**src/rtl/riscv_mc_if.sv**
```systemverilog
// Instruction and data bus bundle for the multi-cycle core.
// Both ports use a req/ack handshake, so wait-state memories work.
interface riscv_mc_if;
    logic        imem_req;
    logic [31:0] imem_addr;
    logic        imem_ack;
    logic [31:0] imem_rdata;
    logic        dmem_req;
    logic        dmem_we;
    logic [31:0] dmem_addr;
    logic [3:0]  dmem_wmask;
    logic [31:0] dmem_wdata;
    logic        dmem_ack;
    logic [31:0] dmem_rdata;

    modport master (
        output imem_req, imem_addr, input imem_ack, imem_rdata,
        output dmem_req, dmem_we, dmem_addr, dmem_wmask, dmem_wdata,
        input  dmem_ack, dmem_rdata
    );
    modport slave (
        input  imem_req, imem_addr, output imem_ack, imem_rdata,
        input  dmem_req, dmem_we, dmem_addr, dmem_wmask, dmem_wdata,
        output dmem_ack, dmem_rdata
    );
endinterface

```
**src/rtl/riscv_mc.sv**
```systemverilog
// Multi-cycle RV32I/RV32E core: FETCH -> EXEC -> (MEM) -> FETCH, any trap parks in HALT.
module riscv_mc #(
    parameter logic [31:0] RESET_VECTOR = 32'h0000_0000,
    parameter int          NUM_REGS     = 32,
    parameter int          COUNT_W      = 32
) (
    input  logic               clk,
    input  logic               rst_n,
    riscv_mc_if.master         bus,
    output logic               halted,
    output logic [2:0]         trap_cause,
    output logic [COUNT_W-1:0] instret
);
    localparam int RW = $clog2(NUM_REGS);
    localparam logic [5:0] NREG = 6'(NUM_REGS);

    if (!(NUM_REGS == 16 || NUM_REGS == 32)) begin : g_bad_num_regs
        $error("riscv_mc: NUM_REGS must be 16 or 32");
    end

    localparam logic [6:0] OP_LUI = 7'h37, OP_AUIPC = 7'h17, OP_JAL = 7'h6f, OP_JALR = 7'h67,
                           OP_BR  = 7'h63, OP_LD    = 7'h03, OP_ST  = 7'h23, OP_IMM  = 7'h13,
                           OP_OP  = 7'h33, OP_FENCE = 7'h0f, OP_SYS = 7'h73;

    typedef enum logic [1:0] {S_FETCH, S_EXEC, S_MEM, S_HALT} state_t;
    state_t state_q, state_d;

    logic [31:0]        pc_q, pc_d, ir_q;
    logic [2:0]         trap_q, trap_d;
    logic [COUNT_W-1:0] instret_q;
    logic [31:0]        regs [NUM_REGS];

    // Registered data access, held stable for the whole MEM state
    logic        mem_we_q;
    logic [31:0] mem_addr_q, mem_wdata_q;
    logic [3:0]  mem_wmask_q;
    logic [1:0]  mem_lane_q;
    logic [2:0]  mem_f3_q;
    logic [4:0]  mem_rd_q;

    // Decode fields and immediates
    logic [6:0]  opc, f7;
    logic [4:0]  rd, rs1, rs2;
    logic [2:0]  f3;
    logic [31:0] imm_i, imm_s, imm_b, imm_u, imm_j, rv1, rv2, pc4;
    assign opc   = ir_q[6:0];
    assign rd    = ir_q[11:7];
    assign f3    = ir_q[14:12];
    assign rs1   = ir_q[19:15];
    assign rs2   = ir_q[24:20];
    assign f7    = ir_q[31:25];
    assign imm_i = {{20{ir_q[31]}}, ir_q[31:20]};
    assign imm_s = {{20{ir_q[31]}}, ir_q[31:25], ir_q[11:7]};
    assign imm_b = {{19{ir_q[31]}}, ir_q[31], ir_q[7], ir_q[30:25], ir_q[11:8], 1'b0};
    assign imm_u = {ir_q[31:12], 12'b0};
    assign imm_j = {{11{ir_q[31]}}, ir_q[31], ir_q[19:12], ir_q[20], ir_q[30:21], 1'b0};
    assign rv1   = (rs1 == 5'd0) ? 32'd0 : regs[rs1[RW-1:0]];
    assign rv2   = (rs2 == 5'd0) ? 32'd0 : regs[rs2[RW-1:0]];
    assign pc4   = pc_q + 32'd4;

    logic is_ld, is_st, is_ecall, is_ebreak;
    assign is_ld     = (opc == OP_LD);
    assign is_st     = (opc == OP_ST);
    assign is_ecall  = (opc == OP_SYS) && (ir_q[31:7] == 25'd0);
    assign is_ebreak = (opc == OP_SYS) && (ir_q[31:20] == 12'h001) && (ir_q[19:7] == 13'd0);

    // Opcode/funct legality and which register fields the format really uses
    logic legal, use_rd, use_rs1, use_rs2, reg_bad;
    always_comb begin
        legal   = 1'b0;
        use_rd  = 1'b0;
        use_rs1 = 1'b0;
        use_rs2 = 1'b0;
        case (opc)
            OP_LUI, OP_AUIPC, OP_JAL: begin legal = 1'b1; use_rd = 1'b1; end
            OP_JALR:  begin legal = (f3 == 3'd0); use_rd = 1'b1; use_rs1 = 1'b1; end
            OP_BR:    begin legal = (f3 != 3'd2) && (f3 != 3'd3); use_rs1 = 1'b1; use_rs2 = 1'b1; end
            OP_LD:    begin legal = (f3 != 3'd3) && (f3 < 3'd6); use_rd = 1'b1; use_rs1 = 1'b1; end
            OP_ST:    begin legal = (f3 < 3'd3); use_rs1 = 1'b1; use_rs2 = 1'b1; end
            OP_IMM: begin
                use_rd = 1'b1; use_rs1 = 1'b1;
                if (f3 == 3'd1)      legal = (f7 == 7'h00);
                else if (f3 == 3'd5) legal = (f7 == 7'h00) || (f7 == 7'h20);
                else                 legal = 1'b1;
            end
            OP_OP: begin
                use_rd = 1'b1; use_rs1 = 1'b1; use_rs2 = 1'b1;
                legal  = (f7 == 7'h00) || ((f7 == 7'h20) && ((f3 == 3'd0) || (f3 == 3'd5)));
            end
            OP_FENCE: legal = 1'b1;
            OP_SYS:   legal = is_ecall || is_ebreak;
            default:  legal = 1'b0;
        endcase
        reg_bad = (use_rd && ({1'b0, rd} >= NREG)) || (use_rs1 && ({1'b0, rs1} >= NREG)) ||
                  (use_rs2 && ({1'b0, rs2} >= NREG));
    end

    // ALU, branch compare and control-flow target
    logic [31:0] alu_b, alu_y, ex_res, ex_tgt, ea;
    logic        br_take, ex_jmp, ea_misal;
    always_comb begin
        alu_b = (opc == OP_OP) ? rv2 : imm_i;
        case (f3)
            3'd0:    alu_y = ((opc == OP_OP) && f7[5]) ? rv1 - alu_b : rv1 + alu_b;
            3'd1:    alu_y = rv1 << alu_b[4:0];
            3'd2:    alu_y = {31'd0, $signed(rv1) < $signed(alu_b)};
            3'd3:    alu_y = {31'd0, rv1 < alu_b};
            3'd4:    alu_y = rv1 ^ alu_b;
            3'd5:    alu_y = f7[5] ? 32'($signed(rv1) >>> alu_b[4:0]) : rv1 >> alu_b[4:0];
            3'd6:    alu_y = rv1 | alu_b;
            default: alu_y = rv1 & alu_b;
        endcase
        case (f3)
            3'd0:    br_take = (rv1 == rv2);
            3'd1:    br_take = (rv1 != rv2);
            3'd4:    br_take = $signed(rv1) < $signed(rv2);
            3'd5:    br_take = $signed(rv1) >= $signed(rv2);
            3'd6:    br_take = rv1 < rv2;
            3'd7:    br_take = rv1 >= rv2;
            default: br_take = 1'b0;
        endcase
        ex_res = alu_y;
        ex_tgt = pc4;
        ex_jmp = 1'b0;
        case (opc)
            OP_LUI:   ex_res = imm_u;
            OP_AUIPC: ex_res = pc_q + imm_u;
            OP_JAL:   begin ex_res = pc4; ex_tgt = pc_q + imm_j; ex_jmp = 1'b1; end
            OP_JALR:  begin ex_res = pc4; ex_tgt = (rv1 + imm_i) & ~32'd1; ex_jmp = 1'b1; end
            OP_BR:    begin ex_jmp = br_take; if (br_take) ex_tgt = pc_q + imm_b; end
            default:  ;
        endcase
        ea       = rv1 + (is_st ? imm_s : imm_i);
        ea_misal = (f3[1:0] == 2'd1) ? ea[0] : (f3[1:0] == 2'd2) ? (ea[1:0] != 2'd0) : 1'b0;
    end

    // Store lane enables and replicated store data
    logic [3:0]  st_mask;
    logic [31:0] st_data, ld_lane, ld_val;
    always_comb begin
        case (f3[1:0])
            2'd0:    begin st_mask = 4'b0001 << ea[1:0]; st_data = {4{rv2[7:0]}};  end
            2'd1:    begin st_mask = 4'b0011 << ea[1:0]; st_data = {2{rv2[15:0]}}; end
            default: begin st_mask = 4'b1111;            st_data = rv2;            end
        endcase
    end

    // Load lane select with sign/zero extension
    always_comb begin
        ld_lane = bus.dmem_rdata >> {mem_lane_q, 3'b000};
        case (mem_f3_q)
            3'd0:    ld_val = {{24{ld_lane[7]}}, ld_lane[7:0]};
            3'd1:    ld_val = {{16{ld_lane[15]}}, ld_lane[15:0]};
            3'd4:    ld_val = {24'd0, ld_lane[7:0]};
            3'd5:    ld_val = {16'd0, ld_lane[15:0]};
            default: ld_val = bus.dmem_rdata;
        endcase
    end

    // Next-state, trap selection, retire and register writeback
    logic       rf_we, retire, mem_go;
    logic [4:0] rf_rd;
    logic [31:0] rf_wd;
    always_comb begin
        state_d = state_q;
        pc_d    = pc_q;
        trap_d  = trap_q;
        rf_we   = 1'b0;
        rf_rd   = rd;
        rf_wd   = ex_res;
        retire  = 1'b0;
        mem_go  = 1'b0;
        case (state_q)
            S_FETCH: if (bus.imem_ack) state_d = S_EXEC;
            S_EXEC: begin
                if (!legal || reg_bad)                 begin trap_d = 3'd1; state_d = S_HALT; end
                else if (is_ecall)                     begin trap_d = 3'd4; state_d = S_HALT; end
                else if (is_ebreak)                    begin trap_d = 3'd5; state_d = S_HALT; end
                else if (ex_jmp && ex_tgt[1])          begin trap_d = 3'd2; state_d = S_HALT; end
                else if ((is_ld || is_st) && ea_misal) begin trap_d = 3'd3; state_d = S_HALT; end
                else if (is_ld || is_st)               begin mem_go = 1'b1; state_d = S_MEM; end
                else begin
                    rf_we   = use_rd;
                    pc_d    = ex_tgt;
                    retire  = 1'b1;
                    state_d = S_FETCH;
                end
            end
            S_MEM: if (bus.dmem_ack) begin
                rf_we   = !mem_we_q;
                rf_rd   = mem_rd_q;
                rf_wd   = ld_val;
                pc_d    = pc4;
                retire  = 1'b1;
                state_d = S_FETCH;
            end
            default: ;
        endcase
    end

    // State register
    always_ff @(posedge clk or negedge rst_n) begin
        if (!rst_n) state_q <= S_FETCH;
        else        state_q <= state_d;
    end

    // PC, IR, trap cause, retire counter and the latched data access
    always_ff @(posedge clk or negedge rst_n) begin
        if (!rst_n) begin
            pc_q        <= RESET_VECTOR;
            ir_q        <= '0;
            trap_q      <= '0;
            instret_q   <= '0;
            mem_we_q    <= 1'b0;
            mem_addr_q  <= '0;
            mem_wdata_q <= '0;
            mem_wmask_q <= '0;
            mem_lane_q  <= '0;
            mem_f3_q    <= '0;
            mem_rd_q    <= '0;
        end else begin
            pc_q   <= pc_d;
            trap_q <= trap_d;
            if (retire) instret_q <= instret_q + COUNT_W'(1);
            if (state_q == S_FETCH && bus.imem_ack) ir_q <= bus.imem_rdata;
            if (mem_go) begin
                mem_we_q    <= is_st;
                mem_addr_q  <= {ea[31:2], 2'b00};
                mem_lane_q  <= ea[1:0];
                mem_f3_q    <= f3;
                mem_rd_q    <= rd;
                mem_wmask_q <= st_mask;
                mem_wdata_q <= st_data;
            end
        end
    end

    // Register file; x0 writes are dropped
    always_ff @(posedge clk or negedge rst_n) begin
        if (!rst_n) begin
            for (int i = 0; i < NUM_REGS; i++) regs[i] <= '0;
        end else if (rf_we && rf_rd != 5'd0) begin
            regs[rf_rd[RW-1:0]] <= rf_wd;
        end
    end

    // imem_req is gated by reset so it reads 0 while rst_n is held low
    assign bus.imem_req   = rst_n && (state_q == S_FETCH);
    assign bus.imem_addr  = pc_q;
    assign bus.dmem_req   = (state_q == S_MEM);
    assign bus.dmem_we    = (state_q == S_MEM) && mem_we_q;
    assign bus.dmem_addr  = mem_addr_q;
    assign bus.dmem_wmask = ((state_q == S_MEM) && mem_we_q) ? mem_wmask_q : 4'b0000;
    assign bus.dmem_wdata = mem_wdata_q;
    assign halted         = (state_q == S_HALT);
    assign trap_cause     = trap_q;
    assign instret        = instret_q;
endmodule

```
**src/flat_wrapper.sv**
```systemverilog
// flat-port wrapper written by rule: the top's interface ports become plain ports
module riscv_mc_flat 
#(
    parameter logic [31:0] RESET_VECTOR = 32'h0000_0000,
    parameter int          NUM_REGS     = 32,
    parameter int          COUNT_W      = 32
)
  (clk, rst_n, halted, trap_cause, instret, bus_imem_req, bus_imem_addr, bus_imem_ack, bus_imem_rdata, bus_dmem_req, bus_dmem_we, bus_dmem_addr, bus_dmem_wmask, bus_dmem_wdata, bus_dmem_ack, bus_dmem_rdata);
  riscv_mc_if bus_i ();
  input  logic clk;
  input  logic rst_n;
  output logic halted;
  output logic [2:0] trap_cause;
  output logic [COUNT_W-1:0] instret;
  output wire logic [$bits(bus_i.imem_req)-1:0] bus_imem_req;
  output wire logic [$bits(bus_i.imem_addr)-1:0] bus_imem_addr;
  input wire logic [$bits(bus_i.imem_ack)-1:0] bus_imem_ack;
  input wire logic [$bits(bus_i.imem_rdata)-1:0] bus_imem_rdata;
  output wire logic [$bits(bus_i.dmem_req)-1:0] bus_dmem_req;
  output wire logic [$bits(bus_i.dmem_we)-1:0] bus_dmem_we;
  output wire logic [$bits(bus_i.dmem_addr)-1:0] bus_dmem_addr;
  output wire logic [$bits(bus_i.dmem_wmask)-1:0] bus_dmem_wmask;
  output wire logic [$bits(bus_i.dmem_wdata)-1:0] bus_dmem_wdata;
  input wire logic [$bits(bus_i.dmem_ack)-1:0] bus_dmem_ack;
  input wire logic [$bits(bus_i.dmem_rdata)-1:0] bus_dmem_rdata;
  assign bus_imem_req = bus_i.imem_req;
  assign bus_imem_addr = bus_i.imem_addr;
  assign bus_i.imem_ack = bus_imem_ack;
  assign bus_i.imem_rdata = bus_imem_rdata;
  assign bus_dmem_req = bus_i.dmem_req;
  assign bus_dmem_we = bus_i.dmem_we;
  assign bus_dmem_addr = bus_i.dmem_addr;
  assign bus_dmem_wmask = bus_i.dmem_wmask;
  assign bus_dmem_wdata = bus_i.dmem_wdata;
  assign bus_i.dmem_ack = bus_dmem_ack;
  assign bus_i.dmem_rdata = bus_dmem_rdata;
  riscv_mc #(.RESET_VECTOR(RESET_VECTOR), .NUM_REGS(NUM_REGS), .COUNT_W(COUNT_W)) u_core (.clk(clk), .rst_n(rst_n), .bus(bus_i), .halted(halted), .trap_cause(trap_cause), .instret(instret));
endmodule
```
**config.mk**
```make
export PLATFORM = sky130hd
export DESIGN_NAME = riscv_mc_flat
export DESIGN_NICKNAME = d
export VERILOG_FILES = /design/src/rtl/riscv_mc_if.sv /design/src/rtl/riscv_mc.sv /design/src/flat_wrapper.sv
export SDC_FILE = /design/constraint.sdc
export NUM_CORES = 2
export LEC_CHECK = 0
export BUFFER_PORTS_ARGS = -buffer_cell sky130_fd_sc_hd__clkbuf_2
export CELL_PAD_IN_SITES_DETAIL_PLACEMENT = 1
export CELL_PAD_IN_SITES_GLOBAL_PLACEMENT = 1
export CORE_ASPECT_RATIO = 1.2
export CORE_MARGIN = 1
export CORE_UTILIZATION = 35
export CTS_CLUSTER_SIZE = 14
export DETAILED_ROUTE_END_ITERATION = 6
export GPL_TIMING_DRIVEN = 0
export PLACE_DENSITY_LB_ADDON = 0.2
export RECOVER_POWER = 100
export SYNTH_ARGS = -nofsm -noshare
export SYNTH_HDL_FRONTEND = slang
export SYNTH_SLANG_ARGS = --single-unit
```
**constraint.sdc**
```tcl
create_clock -name clk -period 7.3 [get_ports clk]
set_clock_uncertainty 0.1 [all_clocks]
set_input_delay 1.46 -clock clk [delete_from_list [all_inputs] [get_ports clk]]
set_output_delay 1.46 -clock clk [all_outputs]
set_load 0.05 [all_outputs]
```
Yosys cells after proc, flatten, opt, wreduce, memory -nomap -nowiden
Index checks and enable logic that the tools add are counted.
- add/subtract/negate cells: 9
- magnitude comparators: 12
- equal/unequal tests: 41
- shift operators: 6
- mux-type cells: 80
- bitwise operators: 6
- reduce and logical (&&, ||, !) cells: 39
- operators by type and width (operator ; count):
    bitwise mux 1024 bit ; 1
    2-to-1 mux 32 bit ; 20
    binary-select mux 32 bit (select 5 bit) ; 2
    case mux 32 bit (7 select lines) ; 1
    adder 32 bit ; 6
    case mux 32 bit (3 select lines) ; 2
    demux 32 bit (select 5 bit) ; 1
    less-than comparator 32 bit ; 4
    case mux 32 bit (2 select lines) ; 2
    case mux 32 bit (4 select lines) ; 1
    >= comparator 32 bit ; 2
    adder 32 x 1 -> 32 bit (second input constant) ; 1
    adder 32 x 3 -> 32 bit (second input constant) ; 1
    AND 32 bit ; 1
    == test 32 bit ; 1
    != test 32 bit ; 1
    OR 32 bit ; 1
    left shift 32 x 5 -> 32 bit ; 1
    >> shifter 32 x 5 -> 16 bit ; 1
    >> shifter 32 x 5 -> 32 bit ; 1
    >>> shifter 32 x 5 -> 32 bit ; 1
    subtractor 32 bit ; 1
    bitwise XOR 32 bit ; 1
    == test 7 x 6 -> 1 bit (second input constant) ; 4
    other kinds (49) ; 135
- register bits after elaboration: 1202
- bits of input ports: 68
- output and inout bits: 139
- logic and storage cells: 237

Depth between registers and ports, before layout
- depth after elaboration: 17
- gate-level depth with buffers: 30
- mapped depth without buffers: 19

Least setup slack after synthesis
OpenSTA, ideal clock, no wires.
- path kind: flip-flop to flip-flop
- start: register u_core.ir_q[20]
- end: register u_core.regs[736] in the netlist's numbering
- library setup time: 125 ps
- data arrival time: 6975 ps
- required time: 7075 ps
- path slack: 100 ps
- stages on the path, launching flop included: 25
- path buffers: 9
- period minus slack after synthesis: 7200 ps
- cells stage by stage: dfrtp_1 -> buf_6 -> buf_6 -> buf_6 -> buf_2 -> buf_1 -> clkbuf_1 -> mux4_2 -> mux4_2 -> a22oi_1 -> ha_1 -> nand4_1 -> or4_4 -> or3b_4 -> a21oi_2 -> mux2_2 -> mux2i_2 -> and3_4 -> o32a_4 -> o22a_1 -> buf_6 -> buf_6 -> buf_6 -> nor2_8 -> mux2_2
- word-level cells in the longest chain between the ends: 16
- elaborated cells on any way between the ends: 56
- those cells by class: add/sub: 4; order compare: 6; eq/ne: 3; shift: 3; mux: 26; bitwise: 4; reduce/logical: 10
- RTL lines (item ; RTL line ; source):
    start, declared ; riscv_mc.sv:28 ; logic [31:0] pc_q, pc_d, ir_q;
    start signal, assigned ; riscv_mc.sv:225 ; if (state_q == S_FETCH && bus.imem_ack) ir_q <= bus.imem_rdata;
    NOT 5 -> 6 bit (not written as such) ; riscv_mc.sv:58 ; assign rv2 = (rs2 == 5'd0) ? 32'd0 : regs[rs2[RW-1:0]];
    binary-select mux 32 bit (select 5 bit) ; riscv_mc.sv:58 ;
    2-to-1 mux 32 bit (not written as such) (2 in series) ; riscv_mc.sv:58 ;
    2-to-1 mux 32 bit ; riscv_mc.sv:58 ;
    >= comparator 32 bit, or another cell as far along ; riscv_mc.sv:119 ; 3'd7: br_take = rv1 >= rv2;
    case mux 1 bit (6 select lines) ; riscv_mc.sv:113 ; case (f3)
    2-to-1 mux 32 bit ; riscv_mc.sv:130 ; OP_BR: begin ex_jmp = br_take; if (br_take) ex_tgt = pc_q + imm_b; end
    case mux 32 bit (3 select lines) ; riscv_mc.sv:125 ; case (opc)
    logical AND 1 bit ; riscv_mc.sv:179 ; else if (ex_jmp && ex_tgt[1]) begin trap_d = 3'd2; state_d = S_HALT; end
    2-to-1 mux 1 bit ; riscv_mc.sv:179 ;
    2-to-1 mux 1 bit ; riscv_mc.sv:178 ; else if (is_ebreak) begin trap_d = 3'd5; state_d = S_HALT; end
    2-to-1 mux 1 bit ; riscv_mc.sv:177 ; else if (is_ecall) begin trap_d = 3'd4; state_d = S_HALT; end
    2-to-1 mux 1 bit ; riscv_mc.sv:176 ; if (!legal || reg_bad) begin trap_d = 3'd1; state_d = S_HALT; end
    case mux 1 bit (2 select lines) ; riscv_mc.sv:173 ; case (state_q)
    logical AND 1 bit ; riscv_mc.sv:242 ; end else if (rf_we && rf_rd != 5'd0) begin
    end signal, assigned by index ; riscv_mc.sv:243 ; regs[rf_rd[RW-1:0]] <= rf_wd;
    end, declared ; riscv_mc.sv:31 ; logic [31:0] regs [NUM_REGS];
Parallel ways exist; a longest one is shown, timed or not. The select of a mux whose other input is x is not followed.
A chain may end at the register's enable or synchronous reset.

Worst setup path after layout
- start: register u_core.ir_q[17]
- end: register u_core.regs[741] in the netlist's numbering
- word-level cells in the longest chain between the ends: 17
- elaborated cells on any way between the ends: 51
- those cells by class: add/sub: 4; order compare: 4; eq/ne: 2; shift: 3; mux: 24; bitwise: 4; reduce/logical: 10
- RTL lines (item):
    parallel branches: the longest is 17 deep, another holds >= comparator 32 bit
Parallel ways; which one is timed is not known. The select of a mux whose other input is x is not followed.

==> results <==
- Max-cap violations in this run came to 9.
- The routed wire length is 623000 µm.
- The number of warnings printed during yosys synthesis is 0.
- The number of instances in the synthesized netlist is 8236.
- Yosys mapped a number of flops with a built-in enable equal to 0.
- The most frequent cell on the critical path is sky130_fd_sc_hd__buf_12.
- The longest individual stage delay on the worst path is 790 ps.
- The number of I/O port buffers is 203.
- The total vias in the final route is 88125.
- The synthesized area divided by synthesized cell count is 9.906 µm².
- Dividing total power by cell area gives a power density of 144.2 nW/µm².
- Of the post-synthesis cell area, the dominant cell type holds 0.3684.
- The total count of max-transition violations in the final report is 623.
- The count of endpoints failing hold in the final timing report is 0.
- The post-route antenna net violation count is 0.
- The primary flip-flop cell chosen by synthesis mapping is sky130_fd_sc_hd__dfrtp_1.
- The core footprint is 231100 µm².
- The number of global-route vias before repair is 85198.
- In this run the clock root is driven by a sky130_fd_sc_hd__clkbuf_16.
- In the final layout, the share of cells above drive strength 1 is 0.2697.
- Setup violations remaining at the end of the flow were counted as 1128.
- The number of flip-flops and latches in the synthesized netlist is 1201.
- In this run the register-to-register setup slack is -510 ps.
- The sum of buffers and inverters on the critical path is 6.
- After detailed routing, the average wire length per cell comes to 51.13 µm.
- Derived from the worst setup path, the maximum achievable clock frequency is 128.0 MHz.
- The first-pass GRT wire length is 804400 µm.
- The worst register-to-register path has a depth of 21.
- The largest net degree at the start of global routing is 112.
- The post-layout utilization of the core is 0.4413.
- The static leakage is 41.71 nW.
- In the post-route analysis, the smallest setup slack over all paths is -509.7 ps.
- The final reports fail on design-rule violations, max-capacitance violations, max-slew violations, negative setup slack.
- The initial cell density of the core is 0.3530.
- The slew at the pin closest to its max-slew limit is 4630 ps.
- The hold-critical path depth is 1.
- In this run the critical register-to-register path is launched from u_core.ir_q[17].
- The vertical die dimension is 530.9 µm.
- During I/O placement, the number of pins put on the boundary was 207.
- The kind of cell with the highest combined delay along the critical path is compound AO/OA/AOI/OAI gates.
- The clock reaches the later pin of the worst-skew pair after 910 ps.
- The path with the worst hold slack has its endpoint at u_core.regs[1012].
- In the layout the commonest cells are sky130_fd_sc_hd__o21ai_0, sky130_fd_sc_hd__dfrtp_1, sky130_fd_sc_hd__nand2_1.
- The relative slew slack is -2.087.
- The required time of the critical path is 7920 ps.
- The sum of net half-perimeters after detailed placement is 454700 µm.
- The destination of the worst register-to-register timing path is u_core.regs[741].
- The initial antenna violation count is 72.
- Total power for the finished layout comes to 0.01470 W.
- sky130_fd_sc_hd__dfrtp_1 takes more of the synthesized area than any other cell.
- The first TritonRoute pass finished after 6 iterations.
- Counting I/O delays and the setup requirement, the final critical path takes 7810 ps.
- The netlist uses 115 different library cells.
- In the global route stage, overall resource usage came out at 0.5112.
- The run finished, with violations left.
- The path category of the worst min-delay check is reg2reg.
- The final weighted congestion in routability-driven placement is 1.092.
- After floorplanning, the core was divided into 193 placement rows.
- TritonCTS built the clock tree.
- In this run the most critical hold path is launched from u_core.regs[1012].
- The number of vias per cell is 7.233.
- In the finished design, the share of the clock period the worst path needs comes to 1.070.
- The number of design-rule violations left by the first detailed-router iteration is 11365.
- The most common cell after layout, fill and taps aside is sky130_fd_sc_hd__o21ai_0.
- The biggest fanout along the worst timing path is 10.
- The critical-path cell with the highest stage delay is sky130_fd_sc_hd__clkbuf_2.
- The width of the die is 442.7 µm.
- The number of sinks driven by the clock tree is 1201.
- Walking the worst path, the cells encountered are buf_12 -> and3b_2 -> clkbuf_2 -> a221oi_1 -> a31oi_1 -> o21a_2 -> ha_1 -> nand4_1 -> or4_4 -> or3b_4 -> a21oi_2 -> a32oi_4 -> a31o_4 -> o32a_4 -> o22a_4 -> buf_8 -> buf_12 -> buf_16 -> nor2_8 -> buf_12 -> mux2_4.
- The global route total overflow is 0.
- The H-tree generated during clock tree synthesis spans 4 levels.
- The post-synthesis sequential area ratio is 0.3684.
- Across the VDD grid, the largest voltage drop is 0.2242 mV.
- By area the synthesized netlist is led by sky130_fd_sc_hd__dfrtp_1, sky130_fd_sc_hd__mux4_2, sky130_fd_sc_hd__o21ai_0, sky130_fd_sc_hd__mux2_2, sky130_fd_sc_hd__ha_1.
- The growth of design area from synthesis to finish is 25.01%.
- After the last flow step, the layout net total stands at 9296.
- The TritonCTS buffer count is 151.
- The total standard cell area after synthesis is 81580 µm².
- The critical path class is reg2reg.
- The worst setup path is captured at a flop.
- After clock tree synthesis, the clock-pin slew on the worst setup and hold paths is 70 ps.
- The share of async-settable or async-resettable flops after synthesis is 1.000.
- Setup repair after global routing could not meet its margin everywhere.
- The die covers 235000 µm².
- The post-route DRC violation count is 1.
- In this run the deepest clock path goes through 4 buffers.
- Data arrives at the worst endpoint at 8430 ps.
- STA classifies the critical path startpoint as a flop.
[state kept, by name, summed over array words and instances (netlist names)]
signal / flops
u_core.trap_cause: 3
u_core.mem_f3_q: 3
u_core.bus.imem_addr: 31
u_core.mem_we_q: 1
u_core.instret: 32
u_core.mem_rd_q: 5
u_core.regs: 1024
u_core.bus.dmem_wdata: 32
u_core.bus.dmem_addr: 30
u_core.mem_lane_q: 2
u_core.mem_wmask_q: 4
u_core.state_q: 2
u_core.ir_q: 32
[synthesized netlist by cell type, drive strengths merged, types with 47 or more instances]
master,n
o21ai,1696
dfrtp,1201
clkbuf,584
nand2,566
mux4,477
mux2,414
a21oi,386
nor2,331
buf,228
ha,224
mux2i,202
inv,188
nand3,124
xnor2,115
o31ai,108
nor3,104
a21o,87
a22oi,84
o22ai,75
xor2,75
a31oi,69
a22o,64
nand4,61
a221oi,59
o221ai,51
o211ai,47
[final cells by class]
cell class                      instances  area, µm²
Fill cell                           25366     129100
Multi-Input combinational cell       6034      49580
Sequential cell                      1201      30070
Buffer                                791       6858
Timing Repair Buffer                  627       5901
Clock buffer                          215       4385
Tap cell                             3022       3781
Inverter                              191      783.3
Clock inverter                         39      470.5
Antenna cell                           64      160.2
[cell families after synthesis]
logic type | after synthesis | share of synthesized area
AOI/OAI and AO/OA | 3078 | 0.2258
xor gates and xnor gates | 190 | 0.02040
adders and majority gates | 231 | 0.03607
buffers and inverters | 1003 | 0.05336
DFF | 1201 | 0.3684
muxes | 1093 | 0.2137
other | 1 | 0.00004597
and+or+nand+nor | 1439 | 0.08219
[layer usage]
metal | track usage | wire length, µm
met4 | 0.5275 | 80530
met1 | 0.5613 | 209800
met3 | 0.1839 | 71090
met2 | 0.7478 | 261300
met5 | 0 | 307
[how the worst max path moves through the flow]
stage	startpoint	to	slack, ps	cells past startpoint
global route	u_core.ir_q[20]	u_core.regs[741]	-270	28
CTS	u_core.ir_q[20]	u_core.regs[741]	-40	28
detailed placement	u_core.ir_q[21]	u_core.mem_wmask_q[1]	-6550	25
global placement	rst_n	u_core.regs[950]	-26590	1
floorplan	u_core.ir_q[20]	u_core.regs[736]	100	24
finish	u_core.ir_q[17]	u_core.regs[741]	-510	21
[per-stage QoR]
stage | instance area [µm²] | setup slack [ps] | cells | TNS, ps | hold slack [ps]
3_3_place_gp | 86390 | -26590 | 11463 | - | 336.2
4_1_cts | 99130 | -44.46 | 12002 | -356.1 | 362.0
2_1_floorplan | 81590 | 99.88 | 8238 | 0 | 324.6
5_1_grt | 101800 | -268.7 | 12127 | -65050 | 381.0
6_report | 102000 | -509.7 | 12184 | -274890 | 366.0
3_5_place_dp | 87810 | -6554 | 11528 | -6519810 | 349.2
[power by group]
group / internal (W) / switching, W / total, W
registers: 0.00666 / 0 / 0.00666
logic: 0.0000251 / 0.000162 / 0.000187
clock network: 0.00449 / 0.00337 / 0.00786
total: 0.0112 / 0.00353 / 0.0147
[what timing repair did]
action                                  in CTS  in global routing
resized for setup                         1130                648
pin swaps                                   77                 48
hold endpoints to repair                     0                  0
endpoints found under the setup margin    1137               1133
setup buffers                              224                112
hold buffers                                 0                  0
gates cloned                                11                 20
(Power assumes the default switching activity.)
